===== src/rtl/rom_scan_ctrl_pkg.sv =====
// Shared definitions for the ROM scan sequencer: FSM state encoding and a
// constant-evaluable ceiling-log2 helper used for derived widths.
package rom_scan_ctrl_pkg;

    typedef enum logic [1:0] {
        ST_IDLE = 2'd0,
        ST_LOAD = 2'd1,
        ST_SHOW = 2'd2
    } scan_state_e;

    function automatic int clog2(input int n);
        int r;
        r = 0;
        while ((1 << r) < n) begin
            r = r + 1;
        end
        return r;
    endfunction

endpackage


===== src/rtl/rom_scan_tick.sv =====
// Step prescaler for the ROM scan sequencer: counts 0..TICKS-1 while enabled
// and flags the last count; clr_i has priority and restarts the count at 0.
module rom_scan_tick
    import rom_scan_ctrl_pkg::*;
#(
    parameter int TICKS = 4
) (
    input  logic clk_i,
    input  logic rst_ni,
    input  logic en_i,
    input  logic clr_i,
    output logic tick_o
);

    localparam int CW = (clog2(TICKS) > 0) ? clog2(TICKS) : 1;
    localparam logic [CW-1:0] LAST = CW'(TICKS - 1);

    logic [CW-1:0] cnt_q;

    always_ff @(posedge clk_i or negedge rst_ni) begin
        if (!rst_ni) begin
            cnt_q <= '0;
        end else if (clr_i) begin
            cnt_q <= '0;
        end else if (en_i) begin
            cnt_q <= (cnt_q == LAST) ? '0 : cnt_q + 1'b1;
        end
    end

    // A paused count keeps its partial value, so the tick only fires while enabled.
    assign tick_o = en_i && !clr_i && (cnt_q == LAST);

endmodule


===== src/rtl/rom_scan_ctrl.sv =====
// ROM + 7-seg scan sequencer: walks every ROM word once and steps its nibbles
// onto the display. Define ROM_SCAN_LOOP_EN to rescan continuously.
module rom_scan_ctrl
    import rom_scan_ctrl_pkg::*;
#(
    parameter int D       = 3,
    parameter int W       = 32,
    parameter int CLK_HZ  = 10_000_000,
    parameter int STEP_HZ = 4,
    localparam int NIB    = W / 4,
    localparam int SW     = (clog2(NIB) > 0) ? clog2(NIB) : 1,
    localparam int TICKS  = CLK_HZ / STEP_HZ
) (
    input  logic          clk_i,
    input  logic          rst_ni,
    input  logic          start_i,
    input  logic          stop_i,
    input  logic          pause_i,
    input  logic [W-1:0]  dato_i,
    output logic [D-1:0]  addr_o,
    output logic          rden_o,
    output logic [3:0]    nibble_o,
    output logic [SW-1:0] nibsel_o,
    output logic          busy_o,
    output logic          done_o
);

    localparam logic [SW-1:0] NIB_LAST  = SW'(NIB - 1);
    localparam logic [D-1:0]  ADDR_LAST = {D{1'b1}};

    function automatic logic [3:0] nib_of(input logic [W-1:0] w, input logic [SW-1:0] idx);
        return w[int'(idx) * 4 +: 4];
    endfunction

    scan_state_e   state_q, state_d;
    logic [D-1:0]  addr_q, addr_d;
    logic [SW-1:0] nibsel_q, nibsel_d;
    logic [3:0]    nibble_q, nibble_d;
    logic [W-1:0]  word_q, word_d;
    logic          rden_q, rden_d;
    logic          busy_q, busy_d;
    logic          done_q, done_d;
    logic          tick_en, tick_clr, tick;

    assign tick_en  = (state_q == ST_SHOW) && !pause_i;
    assign tick_clr = (state_q != ST_SHOW) || stop_i;

    rom_scan_tick #(
        .TICKS (TICKS)
    ) u_tick (
        .clk_i  (clk_i),
        .rst_ni (rst_ni),
        .en_i   (tick_en),
        .clr_i  (tick_clr),
        .tick_o (tick)
    );

    always_ff @(posedge clk_i or negedge rst_ni) begin
        if (!rst_ni) begin
            state_q  <= ST_IDLE;
            addr_q   <= '0;
            nibsel_q <= '0;
            nibble_q <= '0;
            word_q   <= '0;
            rden_q   <= 1'b0;
            busy_q   <= 1'b0;
            done_q   <= 1'b0;
        end else begin
            state_q  <= state_d;
            addr_q   <= addr_d;
            nibsel_q <= nibsel_d;
            nibble_q <= nibble_d;
            word_q   <= word_d;
            rden_q   <= rden_d;
            busy_q   <= busy_d;
            done_q   <= done_d;
        end
    end

    always_comb begin
        state_d  = state_q;
        addr_d   = addr_q;
        nibsel_d = nibsel_q;
        nibble_d = nibble_q;
        word_d   = word_q;
        done_d   = 1'b0;

        // stop outranks start and any pending tick; the display keeps its last nibble.
        if (stop_i) begin
            state_d  = ST_IDLE;
            addr_d   = '0;
            nibsel_d = '0;
        end else begin
            case (state_q)
                ST_IDLE: begin
                    if (start_i) begin
                        state_d = ST_LOAD;
                        addr_d  = '0;
                    end
                end
                ST_LOAD: begin
                    word_d   = dato_i;
                    nibsel_d = '0;
                    nibble_d = dato_i[3:0];
                    state_d  = ST_SHOW;
                end
                ST_SHOW: begin
                    if (tick) begin
                        if (nibsel_q != NIB_LAST) begin
                            nibsel_d = nibsel_q + 1'b1;
                            nibble_d = nib_of(word_q, nibsel_q + 1'b1);
                        end else if (addr_q != ADDR_LAST) begin
                            addr_d  = addr_q + 1'b1;
                            state_d = ST_LOAD;
                        end else begin
                            done_d = 1'b1;
                            addr_d = '0;
`ifdef ROM_SCAN_LOOP_EN
                            state_d = ST_LOAD;
`else
                            state_d = ST_IDLE;
`endif
                        end
                    end
                end
                default: begin
                    state_d = ST_IDLE;
                end
            endcase
        end

        rden_d = (state_d == ST_LOAD);
        busy_d = (state_d != ST_IDLE);
    end

    assign addr_o   = addr_q;
    assign rden_o   = rden_q;
    assign nibble_o = nibble_q;
    assign nibsel_o = nibsel_q;
    assign busy_o   = busy_q;
    assign done_o   = done_q;

endmodule


===== config.mk =====
export PLATFORM = sky130hd
export DESIGN_NAME = rom_scan_ctrl
export DESIGN_NICKNAME = d
export VERILOG_FILES = /design/src/rtl/rom_scan_ctrl_pkg.sv /design/src/rtl/rom_scan_tick.sv /design/src/rtl/rom_scan_ctrl.sv
export SDC_FILE = /design/constraint.sdc
export NUM_CORES = 1
export LEC_CHECK = 0
export BUFFER_PORTS_ARGS = -buffer_cell sky130_fd_sc_hd__buf_2
export CAP_MARGIN = 20
export CORE_MARGIN = 8
export CORE_UTILIZATION = 62
export DETAILED_ROUTE_END_ITERATION = 6
export GPL_TIMING_DRIVEN = 0
export PLACE_DENSITY = 0.95
export SLEW_MARGIN = 20
export SYNTH_ARGS = -nofsm -noshare
export SYNTH_HDL_FRONTEND = slang
export SYNTH_HIERARCHICAL = 1
export SYNTH_SLANG_ARGS = --single-unit

===== constraint.sdc =====
create_clock -name clk_i -period 3.9 [get_ports clk_i]
set_input_delay 0 -clock clk_i [delete_from_list [all_inputs] [get_ports clk_i]]
set_output_delay 0 -clock clk_i [all_outputs]
set_load 0.02 [all_outputs]

==> flow_summary.toml <==
[timing]
slew_headroom_pct = 50.4
maxSlewViolCount = 0
setup_viol = 0
tightestPinTransition_ns = 0.737
fin_skew_ns = 0.0193
fmax_ghz = 0.311
hold_viol = 0
finalCritPeriodShare_pct = 82.5
rsz0062_at_grt = "false"
layout_min_cycle_time_ns = 3.22
finalSetupTns_ns = 0

[synthesis]
ys_ff_latch = 69
synthArstFlopShare_pct = 100
synth_area_um2 = 3590
postSynthCellCount = 314
synth_nets = 358
syn_avg_cell_area_um2 = 11.4
synth_edf_count = 0
yosys_warnings = 6
ys_types = 48
ys.flop_type = "dfrtp_1"
ys_seq_area_share_pct = 48.1

[die]
die-area_um2 = 8480
die_w_um = 92.1
dieHeight_um = 92.1
start_util_pct = 64.8
core-area_um2 = 5540
io-pin-count = 50
row_count = 27

[power]
comb_power_share_pct = 15.9
p_per_area_nw_per_um2 = 429
netSwitchingFraction_pct = 26.5
pwr-share-seq_pct = 46.5
p_leak_uw = 0.00202
p_clk_share_pct = 37.6
max-vdd-ir-drop_mv = 0.345
power.switching_uw = 515
intPower_uw = 1430

[routing]
viasPerCell = 6.46
dr.first_iter.drc_count = 289
drc = 0
avgRoutedWirePerCell_um = 21.2
drtAntennaViolNets = 0
via_count = 3134
wirelength_um = 10300
firstDrtPassIters = 5

[placement]
gp_congestion = 0.914
place_area_um2 = 3950
io_buffers = 48
hpwl_um = 6130
dp_cells = 435

[finish]
syn2layout_area_growth_pct = 26.4
final_cell_mix = "dfrtp_1 (69), buf_2 (51), mux2_2 (36)"
final_common_cell = "dfrtp_1"
fin_cells = 485
seq_area_um2 = 1730
multi_input_area_um2 = 1730
layout-drive-gt1-share_pct = 30.8
final_nets = 452
postLayoutCellArea_um2 = 4540
utilization_pct = 81.9
fillers = 297
diodes = 0

[flow_run]
drv_cap = 0

[critical_path]
cpMostUsedCell = "nand2b_1"
path_buf_inv = 1
cp.required_ns = 4.13
cpMaxStageDelayCell = "dfrtp_1"
cpLargestDelayFamily = "simple AND/OR/NAND/NOR gates"
startpoint = "state_q[1]$_DFF_PN0_"
rrSetupSlack_ns = 0.68
crit_chain = "nor2b_1 -> nand2b_1 -> nand2b_1 -> clkbuf_1 -> nor2_1 -> nor4bb_1 -> o21bai_2 -> a221o_1"
slowest_delay_ns = 0.51
worst_r2r_endpoint = "nibble_o[2]$_DFFE_PN0P_"
r2r_start = "state_q[1]$_DFF_PN0_"
critPathMaxFanout = 10
reg2regPathDepth = 8
cp-end-kind = "flop"
setup.worst_path.class = "reg2reg"
cp-start-kind = "flop"
cp.arrival_ns = 3.45

[cts]
clock-sinks = 69
root_buffer = "clkbuf_8"
cts_resized = 0
clkTransAtPathRegs_ns = 0.10
tritoncts = "done"
htreeDepth = 3
holdBufCountCts = 34
cts_max_path_buffers = 2
post_cts_buffers = 0
cts_made_buffers = 9
clk_latency_ns = 0.36

[global_route]
antenna_found_initial = 0
grt.overflow.total = 0
grt_usage_pct = 25.5
grt_pass1_vias = 3330
grt_pass1_wl_um = 16900
grt_max_degree = 49

[worst_hold_path]
holdCritPathClass = "in2async"

[status]
status = "completed"
==> sequential cells by signal (all words and copies together), names as in the netlist <==
signal / count
nibsel_o: 3
state_q: 2
u_tick/cnt_q: 22
word_q: 32
nibble_o: 4
addr_o: 3
rden_o: 1
done_o: 1
busy_o: 1
==> routing by layer <==
metal / GRT usage [%] / share of wire (%) / vias up / wire length [um]
met5: 0 / 0 / - / 0
met4: 16.0 / 5.0 / 0 / 516
met3: 7.33 / 7.7 / 48 / 794
met2: 43.6 / 52 / 202 / 5350
met1: 27.2 / 35 / 1531 / 3640
li1: - / - / 1353 / -
==> final cells by class <==
| class | count | area share, % |
|---|---|---|
| clock inverters | 7 | 2.68 |
| plain buffers | 15 | 2.46 |
| clock buffers | 9 | 2.73 |
| flip-flops and latches | 69 | 38.1 |
| well taps | 72 | 1.99 |
| inverters | 6 | 0.497 |
| multi-input cells | 224 | 38.1 |
| repair buffers | 83 | 13.5 |
==> stage by stage <==
step	hold WS, ns	total power, uW	setup slack (ns)
floorplan	-0.296	1060	1.39
global placement	0.232	1130	0.961
detailed placement	-0.0833	1160	0.811
CTS	0.0788	1900	0.798
global route	0.0835	2000	0.477
finish	0.0659	1940	0.681
==> cells in the mapped netlist, types with 3 or more instances <==
library cell / n / share of area [%]
a21oi_1: 9 / 1.3
a221o_1: 4 / 1.1
a2bb2oi_1: 3 / 0.73
and3_1: 3 / 0.52
buf_2: 4 / 0.56
buf_6: 6 / 1.9
clkbuf_1: 3 / 0.31
dfrtp_1: 69 / 48
ha_1: 7 / 2.4
inv_1: 6 / 0.63
mux2_2: 36 / 11
mux2i_1: 10 / 2.8
mux4_2: 7 / 4.4
nand2_1: 28 / 2.9
nand2b_1: 5 / 0.87
nand3_1: 24 / 3.3
nand4_1: 6 / 1.0
nor2_1: 20 / 2.1
nor2b_1: 3 / 0.52
nor3_1: 9 / 1.3
nor4_1: 5 / 0.87
o21ai_0: 3 / 0.42
or3_1: 6 / 1.0
or4_1: 3 / 0.63
==> power groups by stage <==
stage / clock network (uW) / logic (uW) / registers (uW)
4_1_cts: 722 / 294 / 885
5_1_grt: 762 / 327 / 912
6_report: 732 / 309 / 904
2_1_floorplan: 0 / 167 / 892
3_3_place_gp: 0 / 245 / 888
3_5_place_dp: 0 / 264 / 897
==> cells by family (layout without fill, tap and decap cells) <==
| kind of cell | count (synthesis) | in the layout | synth area share (%) |
|---|---|---|---|
| AOI/OAI and AO/OA | 35 | 35 | 7.46 |
| adders and majority gates | 7 | 7 | 2.44 |
| buffers and inverters | 21 | 120 | 3.73 |
| DFF | 69 | 69 | 48.1 |
| muxes | 54 | 54 | 19.2 |
| and+or+nand+nor | 128 | 128 | 19.1 |
==> how the worst max path moves through the flow <==
| stage | to | cells past startpoint |
|---|---|---|
| 5_1_grt | nibble_o[2]$_DFFE_PN0P_ | 8 |
| 2_1_floorplan | nibble_o[0]$_DFFE_PN0P_ | 8 |
| 3_3_place_gp | nibble_o[1]$_DFFE_PN0P_ | 8 |
| 4_1_cts | nibble_o[1]$_DFFE_PN0P_ | 8 |
| 3_5_place_dp | nibble_o[0]$_DFFE_PN0P_ | 8 |
| 6_report | nibble_o[2]$_DFFE_PN0P_ | 8 |
Power figures use the tool's default switching activity.
